File: config.mk
export PLATFORM = sky130hd
export DESIGN_NAME = quad_decoder_cnt32
export DESIGN_NICKNAME = d
export VERILOG_FILES = /design/src/rtl/quad_decoder_cnt32.sv
export SDC_FILE = /design/constraint.sdc
export NUM_CORES = 1
export LEC_CHECK = 0
export ABC_AREA = 1
export CORE_UTILIZATION = 35
export CTS_CLUSTER_DIAMETER = 80
export DETAILED_ROUTE_END_ITERATION = 7
export GPL_ROUTABILITY_DRIVEN = 0
export GPL_TIMING_DRIVEN = 0
export HOLD_SLACK_MARGIN = 0.05
export SLEW_MARGIN = 20
export SYNTH_ARGS = -nofsm -noshare
export SYNTH_HDL_FRONTEND = slang
export SYNTH_SLANG_ARGS = --single-unit
File: constraint.sdc
create_clock -name clk -period 3.9 [get_ports clk]
set_input_delay 0.78 -clock clk [delete_from_list [all_inputs] [get_ports clk]]
set_output_delay 0.78 -clock clk [all_outputs]
set_load 0.01 [all_outputs]
File: src/rtl/quad_decoder_cnt32.sv
// rtl/quad_decoder_cnt32.sv - quadrature A/B decoder with glitch filter and 32-bit up/down position counter
// Phases are synchronized, filtered, then decoded by an INIT/TRACK FSM that steps the counter.
module quad_decoder_cnt32 #(
  parameter int unsigned FILTER = 4
) (
  input  logic        clk,
  input  logic        rst,
  input  logic        a,
  input  logic        b,
  input  logic        en,
  input  logic        Load,
  input  logic [31:0] PData,
  output logic [31:0] cnt,
  output logic        dir,
  output logic        step,
  output logic        Rc,
  output logic        err,
  output logic [7:0]  err_cnt
);

  typedef enum logic {
    ST_INIT  = 1'b0,
    ST_TRACK = 1'b1
  } state_t;

  logic        a_s1_q, a_s_q, b_s1_q, b_s_q;
  logic [1:0]  ab_last_q, ab_last_d;
  logic [3:0]  stab_q, stab_d;
  logic [1:0]  ab_f_q, ab_f_d;
  logic        upd_q, upd_d;
  logic [1:0]  ab_prev_q, ab_prev_d;
  state_t      state_q, state_d;
  logic [31:0] cnt_q, cnt_d;
  logic        dir_q, dir_d;
  logic        step_q, step_d;
  logic        rc_q, rc_d;
  logic        err_q, err_d;
  logic [7:0]  err_cnt_q, err_cnt_d;

  logic [1:0]  ab_s;
  logic [4:0]  run_len;
  logic [1:0]  idx_prev, idx_new, delta;
  logic        is_fwd, is_rev, is_ill, counted;

  always_comb begin
    ab_s      = {a_s_q, b_s_q};
    ab_last_d = ab_s;

    // run_len counts the cycle in which the pair changed as its first stable cycle
    if (ab_s != ab_last_q) begin
      stab_d = 4'd0;
    end else if (stab_q == 4'hF) begin
      stab_d = stab_q;
    end else begin
      stab_d = stab_q + 4'd1;
    end
    run_len = {1'b0, stab_d} + 5'd1;
    upd_d   = (run_len == 5'(FILTER));
    ab_f_d  = upd_d ? ab_s : ab_f_q;

    // Gray code to position index: 00,01,11,10 -> 0,1,2,3
    idx_prev = {ab_prev_q[1], ^ab_prev_q};
    idx_new  = {ab_f_q[1], ^ab_f_q};
    delta    = idx_new - idx_prev;

    is_fwd  = upd_q && (state_q == ST_TRACK) && (delta == 2'd1);
    is_rev  = upd_q && (state_q == ST_TRACK) && (delta == 2'd3);
    is_ill  = upd_q && (state_q == ST_TRACK) && (delta == 2'd2);
    counted = (is_fwd || is_rev) && en && !Load;

    state_d   = state_q;
    ab_prev_d = ab_prev_q;
    if (upd_q) begin
      ab_prev_d = ab_f_q;
      state_d   = ST_TRACK;
    end

    dir_d = dir_q;
    if (is_fwd) begin
      dir_d = 1'b1;
    end else if (is_rev) begin
      dir_d = 1'b0;
    end

    cnt_d = cnt_q;
    if (Load) begin
      cnt_d = PData;
    end else if (counted) begin
      cnt_d = cnt_q + (is_fwd ? 32'd1 : 32'hFFFF_FFFF);
    end

    step_d = counted;
    rc_d   = counted && (is_fwd ? (&cnt_q) : ~(|cnt_q));

    err_d     = is_ill;
    err_cnt_d = err_cnt_q;
    if (is_ill && (err_cnt_q != 8'hFF)) begin
      err_cnt_d = err_cnt_q + 8'd1;
    end
  end

  always_ff @(posedge clk) begin
    if (rst) begin
      a_s1_q    <= 1'b0;
      a_s_q     <= 1'b0;
      b_s1_q    <= 1'b0;
      b_s_q     <= 1'b0;
      ab_last_q <= 2'b00;
      stab_q    <= 4'd0;
      ab_f_q    <= 2'b00;
      upd_q     <= 1'b0;
      ab_prev_q <= 2'b00;
      state_q   <= ST_INIT;
      cnt_q     <= 32'd0;
      dir_q     <= 1'b1;
      step_q    <= 1'b0;
      rc_q      <= 1'b0;
      err_q     <= 1'b0;
      err_cnt_q <= 8'd0;
    end else begin
      a_s1_q    <= a;
      a_s_q     <= a_s1_q;
      b_s1_q    <= b;
      b_s_q     <= b_s1_q;
      ab_last_q <= ab_last_d;
      stab_q    <= stab_d;
      ab_f_q    <= ab_f_d;
      upd_q     <= upd_d;
      ab_prev_q <= ab_prev_d;
      state_q   <= state_d;
      cnt_q     <= cnt_d;
      dir_q     <= dir_d;
      step_q    <= step_d;
      rc_q      <= rc_d;
      err_q     <= err_d;
      err_cnt_q <= err_cnt_d;
    end
  end

  assign cnt     = cnt_q;
  assign dir     = dir_q;
  assign step    = step_q;
  assign Rc      = rc_q;
  assign err     = err_q;
  assign err_cnt = err_cnt_q;

endmodule

# After elaboration in Yosys (flattened, before gate mapping)
# Cells that the tools add are included.
# totals
register_bits,60
output_inout_bits,44
wordCells,51
# op_classes
addsub,5
eq_ne,7
n_mux,6
n_bitwise,1
n_reduce_logical,16
# op_table
op,count
2-to-1 mux 32 bit,3
adder 32 bit,1
AND reduction 32 bit,1
OR reduction 32 bit,1
adder 8 x 1 -> 8 bit (second input constant),1
logical AND 1 bit,8
2-to-1 mux 4 bit,2
!= test 8 bit (second input constant),1
adder 4 x 1 -> 5 bit (second input constant),1
== test 5 x 3 -> 1 bit (second input constant),1
adder 4 x 1 -> 4 bit (second input constant),1
== test 2 bit (second input constant),2
== test 4 bit (second input constant),1
parity 2 bit,2
== test 2 x 1 -> 1 bit (second input constant),1
!= test 2 bit,1
nonzero test 2 bit,1
OR reduction 2 bit,1
subtractor 2 bit,1
zero test 1 bit,1
logical OR 1 bit,1
2-to-1 mux 1 bit,1
inverter 1 bit,1

# Longest topological paths before layout
# Gate-level depths: netlist of the first run.
# logic_depth
ltp_word,9
mapped_depth,21
depth_no_buf,21

# Worst setup path after synthesis of the first run
# Ideal clock, no wire load.
# synth_timing
path_type,reg2reg
from,reg ab_f_q[1]
to,reg cnt_q[23] (netlist: cnt[23])
setup_time_ns,0.132
arrival_time_ns,2.691
required_time_ns,3.768
setup_slack_ns,1.077
stages_incl_launch_ff,19
path_buffers,0
synth_period_minus_slack_ns,2.823
cell_sequence,dfxtp_1 xnor2_1 ha_1 xor2_1 nand2_1 nand2_2 nand2_2 ha_1 nand2_1 nor2_1 nand3_1 nand2_1 nand2_1 nand2_1 nand2_1 nand3_1 nand3_1 nand2_1 a21oi_1
# synth_between
elab_chain_cells,8
word_cells_on_any_way,14
# synth_lines
item,line,text
from (decl),29,"logic [1:0] ab_f_q, ab_f_d;"
from (signal assigned),110,ab_f_q <= 2'b00;
from (signal assigned),127,ab_f_q <= ab_f_d;
parity 2 bit,63,"idx_new = {ab_f_q[1], ^ab_f_q};"
subtractor 2 bit (*),64,delta = idx_new - idx_prev;
== test 2 x 1 -> 1 bit or == test 2 bit (tied branches),"66, 67",
"logical AND 1 bit, on equally long branches","66, 67",
2-to-1 mux 32 bit or logical OR 1 bit (tied branches),"89, 69",
adder 32 bit or logical AND 1 bit (tied branches),"89, 69",
2-to-1 mux 32 bit or logical AND 1 bit (tied branches),"88, 69",
2-to-1 mux 32 bit or nonzero test 2 bit (tied branches),--,
to (signal assigned),131,cnt_q <= cnt_d;
to (decl),33,"logic [31:0] cnt_q, cnt_d;"
# Mark *: on every way between the ends. The rest lies on a longest branch, timed or not. The select of a mux whose other input is x is not followed.
# A chain may end at the register's enable or synchronous reset.

# Worst setup path after layout of the first run
# layout_timing
from,reg ab_f_q[1]
to,reg cnt_q[22] (netlist: cnt[22])
# Same word-level chain as after synthesis.

==> results of run 1 <==
-- logic make-up after synthesis --
kind of cell               share of synthesized area [%]
and+or+nand+nor                                     39.8
buffers and inverters                               12.6
AOI/OAI and AO/OA                                   11.7
DFF                                                 23.6
adders and majority gates                           8.77
xor gates and xnor gates                            3.45
-- report_power, final --
group,switching [mW],internal (mW),total (mW)
Sequential,0.0670,0.656,0.723
Clock,0.275,0.622,0.896
Combinational,0.591,0.372,0.963
-- stage by stage --
step	power (mW)	instances	utilization [%]	hold slack, ns
final	2.58	1157	45.9	0.398
after CTS	2.59	1157	45.9	0.399
after global routing	2.76	1157	45.9	0.414
after global placement	1.69	1141	43.5	0.390
after detailed placement	1.69	1141	43.5	0.392
after floorplan	1.38	881	-	0.388
-- cell usage in the layout, fill, tap and decap left out, types with 16 or more instances in the layout --
cell type / count
o21ai_0: 28
clkdlybuf4s50_1: 80
ha_1: 34
a21oi_1: 76
dfxtp_1: 60
nand4_1: 16
nor2_1: 98
xor2_1: 16
inv_1: 146
nand2_1: 292
nand3_1: 50
-- per-layer routing --
layer  vias up  wire [um]
li1       2955          -
met1      2423       7540
met2       155       7380
met3        13       1000
met4         0        159
met5         -          0
-- final cells by class --
cell class / count / area share [%]
buffer: 18 / 1.26
tap: 180 / 3.50
sequential: 60 / 18.7
clock inverter: 5 / 1.55
clock buffer: 11 / 3.61
inverter: 149 / 8.69
timing repair buffer: 80 / 12.4
multi-input combinational: 654 / 50.3
-- worst max-delay path: stages (launching register included) --
cell	delay, ns
dfxtp_1	0.44
xnor2_1	0.16
ha_1	0.21
xor2_1	0.15
nand2_1	0.08
nand2_2	0.11
nand2_2	0.47
ha_1	0.66
nand2_1	0.09
nor2_1	0.15
nand2_1	0.07
nand3_1	0.13
nand2_1	0.08
nand2_1	0.19
nand2_1	0.10
nand3_1	0.07
nand3_1	0.13
nand2_1	0.12
a21oi_1	0.06
-- flip-flops by register name, indices dropped and copies added (netlist names), 2 cells and up --
| name | count |
|---|---|
| cnt | 32 |
| err_cnt | 8 |
| stab_q | 4 |
| ab_f_q | 2 |
| ab_last_q | 2 |
| ab_prev_q | 2 |
-- final timing paths --
check | startpoint | endpoint | slack, ns | cells after the start
max | ab_f_q[1] | cnt[22] | 0.27 | 18
min | b_s1_q | b_s_q | 0.40 | 2
max reg2reg | ab_f_q[1] | cnt[22] | 0.27 | 18
min reg2reg | b_s1_q | b_s_q | 0.40 | 2
==> flow_metrics.py, run 1 <==
metrics = {
    "status": {
        "status": "finished clean",
    },
    "detailed_routing": {
        "postRouteAntennaNets": 0,
        "via_per_inst": 4.79,
        "drt_drc_violations_left": 0,
        "drtIter0Drc": 437,
        "finalWirelength_um": 16100,
        "first_pass_iters": 6,
        "wl_per_cell_um": 13.9,
        "vias": 5546,
    },
    "synth": {
        "yosysWarnings": 0,
        "synthesis.area_sq_mm": 0.00508,
        "ys_types": 32,
        "synthCells": 881,
        "synthArstFlopShare_pct": 0,
        "syn_avg_cell_area_sq_um": 5.77,
        "synth_edf_count": 0,
        "yosysSeqAreaShare_pct": 23.6,
        "synth_area_leaders": "dfxtp_1 24%, nand2_1 22%, inv_1 11%",
        "synth-seq-cells": 60,
        "yosys-top-cells-count": "292 x nand2_1, 146 x inv_1, 98 x nor2_1",
        "synthFlopType": "dfxtp_1",
        "synth_largest_area_cell": "dfxtp_1",
        "post-synth-top-count-cell": "nand2_1",
        "syn_nets": 954,
        "yosysTopAreaCellShare_pct": 23.6,
    },
    "global_routing": {
        "grt-ovfl-total": 0,
        "grt_pass1_wl_um": 25200,
        "met2_usage_pct": 36.4,
        "grt_start_max_net_pins": 37,
        "busiest_layer": "met2",
        "grt_antenna_before_repair": 0,
        "grt_pass1_vias": 4940,
        "track_usage_pct": 22.0,
        "gr-usage-met1_pct": 28.9,
        "met3_usage_pct": 4.88,
    },
    "sta": {
        "finalCriticalPeriod_ns": 3.63,
        "finalHoldViolations": 0,
        "relSlewSlack_pct": 45.9,
        "fin_crit_sh_pct": 93.2,
        "rsz0062_at_grt": "false",
        "worst_pin_slew_ns": 0.808,
        "slew_violations": 0,
        "setup_violations": 0,
        "fmax_ghz": 0.275,
        "layout_setup_ws_ns": 0.265,
        "tns_ns": 0,
        "skew_ns": 0.00760,
    },
    "finish": {
        "multi_input_area_sq_mm": 0.00324,
        "drive_above_1_share_pct": 3.68,
        "nFillCells": 1527,
        "syn2layout_area_growth_pct": 26.7,
        "final_cell_area_sq_mm": 0.00644,
        "num_antenna_cells": 0,
        "final_nets": 1045,
        "seq_area_sq_mm": 0.00120,
    },
    "floorplanning": {
        "die_w_um": 122,
        "die_height_um": 122,
        "num_rows": 43,
        "dieArea_sq_mm": 0.0150,
        "start_util_pct": 36.2,
        "pin_count": 82,
        "core_region_area_sq_mm": 0.0140,
    },
    "cts": {
        "post_cts_buffers": 0,
        "hold_buffers": 0,
        "cts_tree": "yes",
        "clock_path_buffers": 2,
        "root_buffer": "clkbuf_16",
        "cts.repair.resized": 0,
        "clock-sinks": 60,
        "htree_levels": 3,
        "cts_buffers": 9,
        "insertion_delay_ns": 0.33,
        "clk_pin_slew_ns": 0.05,
    },
    "place": {
        "hpwl_um": 12900,
        "numPortBuffers": 80,
        "placed_area_sq_mm": 0.00611,
        "place_ws_ns": 0.290,
    },
    "worst_hold_path": {
        "min_path_type": "flop to flop",
    },
    "worst_setup_path": {
        "endpoint_kind": "flop",
        "worstSetupPathType": "flop to flop",
        "crit_fanout": 36,
        "cp.required_ns": 4.09,
        "start_kind": "flop",
        "cp.arrival_ns": 3.83,
    },
    "pwr": {
        "p_leak_nw": 3.29,
        "powerDensity_mw_per_mm2": 401,
        "ir_drop_mv": 0.214,
    },
    "job": {
        "drv_cap": 0,
    },
}
Power figures use the tool's default switching activity.
==> run 2, diff against run 1 <==
--- a/config.mk
+++ b/config.mk
@@ -12,6 +12,7 @@
 export GPL_ROUTABILITY_DRIVEN = 0
 export GPL_TIMING_DRIVEN = 0
 export HOLD_SLACK_MARGIN = 0.05
+export SETUP_SLACK_MARGIN = 0.3
 export SLEW_MARGIN = 20
 export SYNTH_ARGS = -nofsm -noshare
 export SYNTH_HDL_FRONTEND = slang
==> run 2 against run 1 <==
Hold slack about the same. Global-route usage unchanged. Core utilization about the same. Flip-flop and latch count did not move. Critical endpoint is now cnt[28]. Largest power group unchanged.
==> flow_metrics.py, run 2 (same netlist as run 1, synthesis figures left out) <==
metrics = {
    "cts": {
        "root_buffer": "clkbuf_16",
        "post_cts_buffers": 0,
        "clk_pin_slew_ns": 0.05,
        "hold_buffers": 0,
        "insertion_delay_ns": 0.33,
        "cts_tree": "yes",
        "htree_levels": 3,
        "clock-sinks": 60,
        "cts_buffers": 9,
        "clock_path_buffers": 2,
    },
    "detailed_routing": {
        "top_layer_used": "met4",
        "dr_wl_met3_um": 980,
        "vias": 5548,
        "postRouteAntennaNets": 0,
        "finalWirelength_um": 16100,
        "drt_drc_violations_left": 0,
        "first_pass_iters": 5,
        "drtIter0Drc": 440,
        "wl_met2_um": 7360,
        "wl_met1_um": 7630,
        "wl_per_cell_um": 14.0,
        "via_per_inst": 4.80,
    },
    "sta": {
        "worst_pin_slew_ns": 0.704,
        "slew_violations": 0,
        "finalCriticalPeriod_ns": 3.36,
        "finalHoldViolations": 0,
        "skew_ns": 0.00830,
        "tns_ns": 0,
        "fmax_ghz": 0.298,
        "relSlewSlack_pct": 53.1,
        "rsz0062_at_grt": "false",
        "fin_crit_sh_pct": 86.1,
        "setup_violations": 0,
    },
    "worst_setup_path": {
        "ff2ff_setup_slack_ns": 0.54,
        "crit_top_cell": "nand3_1",
        "r2r-start": "ab_f_q[1]",
        "cp.required_ns": 4.09,
        "r2r-end": "cnt[28]",
        "worstSetupPathType": "flop to flop",
        "crit_fanout": 36,
        "start_kind": "flop",
        "critical-path-slowest-cell": "dfxtp_1",
        "endpoint_kind": "flop",
        "cp.arrival_ns": 3.55,
        "cpPeakStageDelay_ns": 0.44,
        "worstRegToRegCells": 18,
        "cp_cell_sequence": "xnor2_1 > ha_1 > xor2_1 > nand2_1 > nand2_2 > nand2_4 > inv_1 > fa_1 > inv_1 > nand3_1 > nand3_1 > nand3_1 > nand3_1 > nand2_1 > nand3_1 > nand3_1 > nand2_1 > a21oi_1",
    },
    "finish": {
        "mostFrequentLayoutCells": "292 x nand2_1, 146 x inv_1, 98 x nor2_1",
        "drive_above_1_share_pct": 3.68,
        "syn2layout_area_growth_pct": 26.8,
        "final_nets": 1045,
        "num_antenna_cells": 0,
        "largest_reg_flops": 32,
        "mostFrequentLayoutCell": "nand2_1",
    },
    "place": {
        "hpwl_um": 12900,
        "numPortBuffers": 80,
    },
    "floorplanning": {
        "core_region_area_sq_mm": 0.0140,
        "die_w_um": 122,
        "pin_count": 82,
        "num_rows": 43,
        "dieArea_sq_mm": 0.0150,
        "die_height_um": 122,
        "start_util_pct": 36.2,
    },
    "job": {
        "drv_cap": 0,
    },
    "worst_hold_path": {
        "min_path_cells": 2,
        "hold_path_end": "b_s_q",
        "holdCritStartpoint": "b_s1_q",
        "min_path_type": "flop to flop",
    },
    "global_routing": {
        "grt_pass1_wl_um": 25200,
        "grt-ovfl-total": 0,
        "grt_pass1_vias": 4942,
        "grt_antenna_before_repair": 0,
        "track_usage_pct": 22.0,
        "grt_start_max_net_pins": 37,
    },
    "pwr": {
        "p_leak_nw": 3.29,
        "ir_drop_mv": 0.215,
        "powerDensity_mw_per_mm2": 401,
        "power_mw": 2.59,
    },
    "status": {
        "status": "finished clean",
    },
}
==> run 2: changes by cell type in the layout (fill, tap and decap cells not counted) <==
| cell | change |
|---|---|
| nand2_2 | -1 |
| nand2_4 | +1 |
==> run 2: routing by layer <==
metal  vias up  track usage (%)
met5         -                0
met4         0             5.26
met3        14             4.88
met2       161             36.4
met1      2417             28.9
li1       2956                -
==> run 2: metrics by stage <==
| stage | cell area (sq um) | hold slack, ns | util [%] | std cells | setup WS (ns) |
|---|---|---|---|---|---|
| after detailed placement | 6110 | 0.392 | 43.5 | 1141 | 0.290 |
| after CTS | 6440 | 0.399 | 45.9 | 1157 | 0.529 |
| after global placement | 6110 | 0.390 | 43.5 | 1141 | 0.330 |
| after floorplan | 5080 | 0.388 | - | 881 | 1.08 |
| after global routing | 6440 | 0.414 | 45.9 | 1157 | 0.359 |
| final | 6440 | 0.398 | 45.9 | 1157 | 0.543 |
==> run 2: area by class of cell <==
cell class / instances / area, sq um
tap: 180 / 225
clock buffer: 11 / 233
buffer: 18 / 81.3
inverter: 149 / 559
clock inverter: 5 / 100
sequential: 60 / 1200
multi-input combinational: 654 / 3240
timing repair buffer: 80 / 801
fill: 1526 / 7600
==> run 2: worst max-delay path: cells and delay by family, from the launching register on <==
family                   cells  cell delay [ns]
AO/OA/AOI/OAI                1             0.06
adder cells (fa/ha/maj)      2             0.65
flip-flops                   1             0.44
XOR/XNOR                     2             0.26
buffers and inverters        2             0.26
AND/OR/NAND/NOR             11             1.53
==> run 2: power breakdown <==
part	total [mW]	switching (mW)	leakage [nW]	internal, mW
clock	0.898	0.276	0.163	0.622
combinational	0.964	0.593	2.64	0.372
sequential	0.723	0.0675	0.492	0.656
total	2.59	0.937	3.29	1.65
==> run 2: how the worst max path moves through the flow <==
stage,end,cells past startpoint,startpoint
after floorplan,cnt[23],18,ab_f_q[1]
after global placement,cnt[22],18,ab_f_q[1]
after detailed placement,cnt[22],18,ab_f_q[1]
after CTS,cnt[28],18,ab_f_q[1]
after global routing,cnt[28],16,ab_f_q[1]
final,cnt[28],18,ab_f_q[1]
==> run 2: what timing repair did <==
item / CTS / global route
resized for setup: 1 / 0
hold endpoints to repair: 0 / 0
setup endpoints to repair: 3 / 0
==> run 3, diff against run 2 <==
--- a/config.mk
+++ b/config.mk
@@ -6,7 +6,7 @@
 export NUM_CORES = 1
 export LEC_CHECK = 0
 export ABC_AREA = 1
-export CORE_UTILIZATION = 35
+export CORE_UTILIZATION = 32
 export CTS_CLUSTER_DIAMETER = 80
 export DETAILED_ROUTE_END_ITERATION = 7
 export GPL_ROUTABILITY_DRIVEN = 0
==> run 3 against run 2 <==
Critical endpoint is now cnt[22]. Highest routed layer unchanged. Die area up 9.2%. Clock skew up 0.0050 ns. Cell count up 2.7%. Via count up 1.1%. Clock power down 17%. Power down 6.0%. Non-clock buffer count unchanged. Clock-buffer cell count up 1. Largest power group unchanged.
==> flow_metrics.py, run 3 (same netlist as run 1, synthesis figures left out) <==
metrics = {
    "status": {
        "status": "finished clean",
    },
    "worst_setup_path": {
        "cp.required_ns": 4.09,
        "crit_fanout": 36,
        "start_kind": "flop",
        "endpoint_kind": "flop",
        "cp.arrival_ns": 3.53,
        "worstSetupPathType": "flop to flop",
    },
    "pwr": {
        "powerDensity_mw_per_mm2": 378,
        "ir_drop_mv": 0.197,
        "p_leak_nw": 3.26,
    },
    "detailed_routing": {
        "drt_drc_violations_left": 0,
        "vias": 5607,
        "finalWirelength_um": 16200,
        "first_pass_iters": 5,
        "via_per_inst": 4.72,
        "drtIter0Drc": 330,
        "postRouteAntennaNets": 0,
        "wl_per_cell_um": 13.6,
    },
    "global_routing": {
        "grt-ovfl-total": 0,
        "track_usage_pct": 20.3,
        "met2_usage_pct": 34.4,
        "grt_antenna_before_repair": 0,
        "grt_pass1_wl_um": 25800,
        "busiest_layer": "met2",
        "grt_start_max_net_pins": 37,
        "gr-usage-met1_pct": 26.6,
        "grt_pass1_vias": 5062,
        "met3_usage_pct": 3.21,
    },
    "sta": {
        "worst_pin_slew_ns": 0.717,
        "tns_ns": 0,
        "fin_hold_ws_ns": 0.398,
        "rsz0062_at_grt": "false",
        "finalCriticalPeriod_ns": 3.33,
        "finalHoldViolations": 0,
        "slew_violations": 0,
        "fmax_ghz": 0.300,
        "fin_crit_sh_pct": 85.4,
        "relSlewSlack_pct": 51.8,
        "skew_ns": 0.0133,
        "layout_setup_ws_ns": 0.567,
        "setup_violations": 0,
    },
    "finish": {
        "mostFrequentLayoutCell": "nand2_1",
        "final_nets": 1045,
        "largest_reg_flops": 32,
        "multi_input_area_sq_mm": 0.00325,
        "seq_area_sq_mm": 0.00120,
        "mostFrequentLayoutCells": "292 x nand2_1, 146 x inv_1, 98 x nor2_1",
        "nFillCells": 1649,
        "drive_above_1_share_pct": 3.68,
        "syn2layout_area_growth_pct": 26.6,
        "final_util_pct": 41.8,
        "num_antenna_cells": 0,
    },
    "cts": {
        "root_buffer": "clkbuf_16",
        "clk_pin_slew_ns": 0.05,
        "clock_path_buffers": 2,
        "clock-sinks": 60,
        "cts_tree": "yes",
        "insertion_delay_ns": 0.34,
        "htree_levels": 3,
        "post_cts_buffers": 0,
        "cts_buffers": 9,
    },
    "place": {
        "place_ws_ns": 0.283,
        "hpwl_um": 12900,
        "numPortBuffers": 80,
    },
    "worst_hold_path": {
        "min_path_type": "flop to flop",
    },
    "floorplanning": {
        "num_rows": 45,
        "die_w_um": 128,
        "die_height_um": 128,
        "dieArea_sq_mm": 0.0164,
        "core_region_area_sq_mm": 0.0154,
        "pin_count": 82,
        "start_util_pct": 33.0,
    },
    "job": {
        "drv_cap": 0,
    },
}
run 3: final cells by class:
| type | instances | share of cell area, % |
|---|---|---|
| plain buffers | 18 | 1.26 |
| inverters | 149 | 8.70 |
| flip-flops and latches | 60 | 18.7 |
| repair buffers | 80 | 12.5 |
| clock inverters | 4 | 0.389 |
| well taps | 211 | 4.11 |
| multi-input cells | 654 | 50.6 |
| clock buffers | 12 | 3.83 |
run 3: worst paths after layout:
check	slack [ns]	depth (start not counted)	startpoint	endpoint
setup / recovery	0.57	16	ab_f_q[1]	cnt[22]
hold / removal	0.40	2	b_s1_q	b_s_q
setup reg to reg	0.57	16	ab_f_q[1]	cnt[22]
hold reg to reg	0.40	2	b_s1_q	b_s_q
run 3: critical path, cell delays in order, from the launching register on:
cell and delay, ns:
dfxtp_1 0.44, xnor2_1 0.11, ha_1 0.35, nor2_2 0.35, nand2_8 0.24, ha_1 0.47
nand2_1 0.14, nor2_1 0.16, nand2_1 0.06, nand3_1 0.12, nand2_1 0.07, nand2_1 0.18
nand2_1 0.11, nand3_1 0.08, nand3_1 0.13, nand2_1 0.11, a21oi_1 0.06
run 3: repair_timing:
item / in CTS / in global routing
resized for setup: 1 / 1
hold buffers: 0 / 0
setup endpoints to repair: 2 / 3
run 3: power breakdown:
part	leakage (nW)	internal (mW)	switching (mW)	total (mW)
registers	0.492	0.655	0.0634	0.719
clock network	0.129	0.445	0.298	0.744
logic	2.64	0.372	0.595	0.967
total	3.26	1.47	0.957	2.43
run 3: per-stage QoR:
stage	power (mW)	cell area (sq um)	std cells
global placement	1.68	6140	1172
detailed placement	1.68	6140	1172
floorplan	1.38	5080	881
global route	2.61	6430	1188
finish	2.43	6430	1188
CTS	2.44	6420	1188
run 3: routing by layer:
metal / vias up / routed length (um)
li1: 2957 / -
met1: 2472 / 7760
met2: 160 / 7380
met3: 18 / 825
met4: 0 / 195
met5: - / 0
==> edit 1, RTL diff (settings of run 1) <==
Put one more register stage on the output `cnt`, without a reset. The value now appears one clock later. The other outputs are not delayed to match.
--- a/src/rtl/quad_decoder_cnt32.sv
+++ b/src/rtl/quad_decoder_cnt32.sv
@@ -139,3 +139,5 @@
 
-  assign cnt     = cnt_q;
+  always_ff @(posedge clk) begin
+    cnt <= cnt_q;
+  end
   assign dir     = dir_q;
Function: changed (Yosys sat finds a counterexample within 4 cycles, from zero or initial values and one cycle with rst high).
==> edit 1 against run 1 <==
Fmax is 6.7% higher. Area after synthesis is 13% higher. Largest cell class unchanged. Non-clock buffer count is 2 higher. Combinational power is 2.9% higher. Synthesized cell count is 2.7% higher. Routed wire length is 4.8% higher. Setup slack better by 230 ps. Final area is 10% higher. Power is 14% higher. Via count is 3.1% higher. Sequential cell count is 32 higher. Sequential share of layout area is 7.3 points higher. Global-route usage is 0.84 points lower.
==> edit 1: results <==
group,metric,value,unit
drt,dr.pass1.iters,5,
placed_design,placed_area,6800,um^2
global_routing,grt_first_pass_wirelength,27000,um
drt,wl_met2,7440,um
synth,ys_seq_area_share,32.2,%
global_routing,grt_pass1_vias,5304,
synth,synthTopCellsByCount,"289 x nand2_1, 148 x inv_1, 92 x dfxtp_1",
drt,vias,5720,
power_and_ir_drop,ir_drop,0.208,mV
synth,synth.distinct_cells,34,
run_status,outcome,"complete, no violations",
clocking,clk_pin_slew,70,ps
synth,synth.area.top_cells,"dfxtp_1 32%, nand2_1 19%, inv_1 9.7%",
drt,initialDrtViolationCount,314,
placed_design,dp_hpwl,13500,um
placed_design,portBuffers,81,
clocking,worstSkewPairLatency,350,ps
cells_and_area,layout-drive-gt1-share,3.30,%
synth,syn_nets,978,
power_and_ir_drop,leakage,3.51,nW
timing,finClkSkew,12.2,ps
setup_path,crit_path_max_incr_delay,440,ps
cells_and_area,area_growth,24.1,%
cells_and_area,nNetsFinal,1070,
drt,wire_per_inst,13.8,um
global_routing,grt_usage,21.2,%
drt,wl_met3,1040,um
-- edit 1: area by class of cell --
type                       instances  area share, %
buffer                            19           1.11
clock buffer                      10           3.23
clock inverter                     5          0.865
inverter                         148           7.83
multi-input combinational        646           45.7
sequential                        92           26.0
tap                              216           3.81
timing repair buffer              81           11.4
-- edit 1: final timing paths --
check	start	to	slack (ps)	cells after the start
min reg2reg	cnt_q[4]	cnt[4]	400	0
max	ab_f_q[1]	cnt_q[20]	490	18
min	cnt_q[4]	cnt[4]	400	0
max reg2reg	ab_f_q[1]	cnt_q[20]	490	18
-- edit 1: kinds of logic (layout without fill, tap and decap cells) --
logic type,Yosys count,in the layout,share of synthesized area (%)
xor+xnor,22,22,3.37
buf+inv,167,263,11.1
simple gates,476,476,34.8
fa+ha+maj,35,35,7.79
flops,92,92,32.2
compound gates,113,113,10.7
-- edit 1: per-stage QoR --
stage,setup slack (ps),hold WS (ps),instances
2_1_floorplan,1070,368,905
3_3_place_gp,321,390,1202
3_5_place_dp,303,388,1202
4_1_cts,281,397,1217
5_1_grt,237,406,1217
6_report,494,396,1217
-- edit 1: per-layer routing --
metal,track usage (%),up-vias
met2,33.5,127
met1,28.7,2530
met3,3.94,22
li1,-,3041
met4,7.73,0
met5,0,-
-- edit 1: power breakdown --
part	internal (mW)	leakage (nW)	switching (mW)
registers	1.01	0.758	0.0660
clock network	0.495	0.131	0.377
logic	0.379	2.62	0.611
==> edit 2, RTL diff (flow settings as in run 1) <==
Without the edit above. Make the reset (`rst`) asynchronous in one clocked block.
--- a/src/rtl/quad_decoder_cnt32.sv
+++ b/src/rtl/quad_decoder_cnt32.sv
@@ -101,3 +101,3 @@
 
-  always_ff @(posedge clk) begin
+  always_ff @(posedge clk or posedge rst) begin
     if (rst) begin
Formal check against the unedited RTL: differs if rst is asserted again (counterexample within 4 cycles, from zero or initial values and one cycle with rst high); with rst held inactive, the same outputs for 10 cycles.
==> edit 2 against run 1 <==
Final area up 1.2%. Cell count decreased by 8.6%. Power fell by 11%. Area after synthesis rose by 1.3%. Non-clock buffer count is 7 lower. Worst hold slack got worse by 46 ps. Routed wire length down 2.8%. First-iteration DRC count down 38%. Global-route usage shrank 0.078 points. Combinational power shrank 23%. Sequential cell count stayed put. Fmax grew 2.8%. Setup slack improved by 100 ps. Critical path type unchanged. Largest power group is now clock.
==> edit 2: results <==
group,metric,value,unit
cells_and_area,buffer_area_share,13.7,%
drt,wl_met3,735,um
global_routing,grt_first_pass_wirelength,24900,um
clocking,worstSkewPairLatency,350,ps
synth,synth.distinct_cells,42,
cells_and_area,multi_input_area_share,47.7,%
global_routing,grtUsageMet1,29.1,%
min_path,min_to,"b_s_q",
cells_and_area,sh_seq_area,23.1,%
power_and_ir_drop,netSwitchingFraction,35.4,%
min_path,min_from,"b_s1_q",
cells_and_area,clock_area_share,4.53,%
drt,initialDrtViolationCount,272,
drt,dr.pass1.iters,4,
setup_path,crit_path_max_incr_delay,550,ps
global_routing,grtUsageMet2,35.2,%
setup_path,worstPathArrival,3770,ps
power_and_ir_drop,leakage,3.41,nW
power_and_ir_drop,p_per_area,354,nW/um^2
global_routing,grt_pass1_vias,4878,
timing,slew_headroom,51.0,%
setup_path,rr_startpoint,"ab_f_q[1]",
cells_and_area,buffers,91,
placed_design,portBuffers,81,
synth,ys_seq_area_share,29.2,%
drt,drt-met1-wl,7380,um
power_and_ir_drop,ir_drop,0.203,mV
drt,viasPerCell,4.84,
min_path,whs_path_depth,0,
cells_and_area,multi_input_cells,582,
global_routing,globalRouteMet3Util,4.57,%
power_and_ir_drop,pg_comb,0.745,mW
run_status,outcome,"complete, no violations",
clocking,cts_made_buffers,9,
synth,async_flop_share,100,%
setup_path,r2r_slack,370,ps
synth,syn_nets,853,
power_and_ir_drop,pg_seq,0.748,mW
cells_and_area,clock_buffers,12,
setup_path,worstRegToRegCells,16,
drt,wl_met2,7160,um
placed_design,dp_hpwl,12300,um
cells_and_area,inv_count,129,
synth,synthFlopType,"dfrtp_1",
global_routing,grt_max_degree,48,
global_routing,grt_usage,21.9,%
synth,synthTopCellsByCount,"269 x nand2_1, 124 x inv_1, 65 x nor2_1",
synth,synth.area.top_cells,"dfrtp_1 29%, nand2_1 20%, inv_1 9.0%",
timing,whs,353,ps
cells_and_area,layout-drive-gt1-share,6.38,%
setup_path,endpoint,"cnt[30]",
cells_and_area,nFillCells,1481,
edit 2: changes by cell type after synthesis, moves of 5 or more:
cell,delta
a21oi_1,-43
a22o_1,+9
clkbuf_1,-8
dfrtp_1,+59
dfxtp_1,-60
inv_1,-22
nand2_1,-23
nor2_1,-33
o211ai_1,+7
o21ai_0,-6
o21ai_1,+5
xor2_1,-7
edit 2: kinds of logic after synthesis:
group                    synth area share (%)
AND/OR/NAND/NOR                          37.6
flip-flops                               29.2
buffers and inverters                    10.5
XOR/XNOR                                 3.04
adder cells (fa/ha/maj)                  8.66
multiplexers                            0.803
AO/OA/AOI/OAI                            10.1
edit 2: through the flow:
stage | setup WS [ps] | instances | area (um^2) | util, %
after CTS | 16.9 | 1058 | 6510 | 46.2
after global routing | 116 | 1058 | 6510 | 46.2
after global placement | 45.9 | 1041 | 6180 | 43.8
after floorplan | 892 | 780 | 5140 | -
after detailed placement | 36.8 | 1042 | 6210 | 44.1
final | 366 | 1058 | 6510 | 46.2
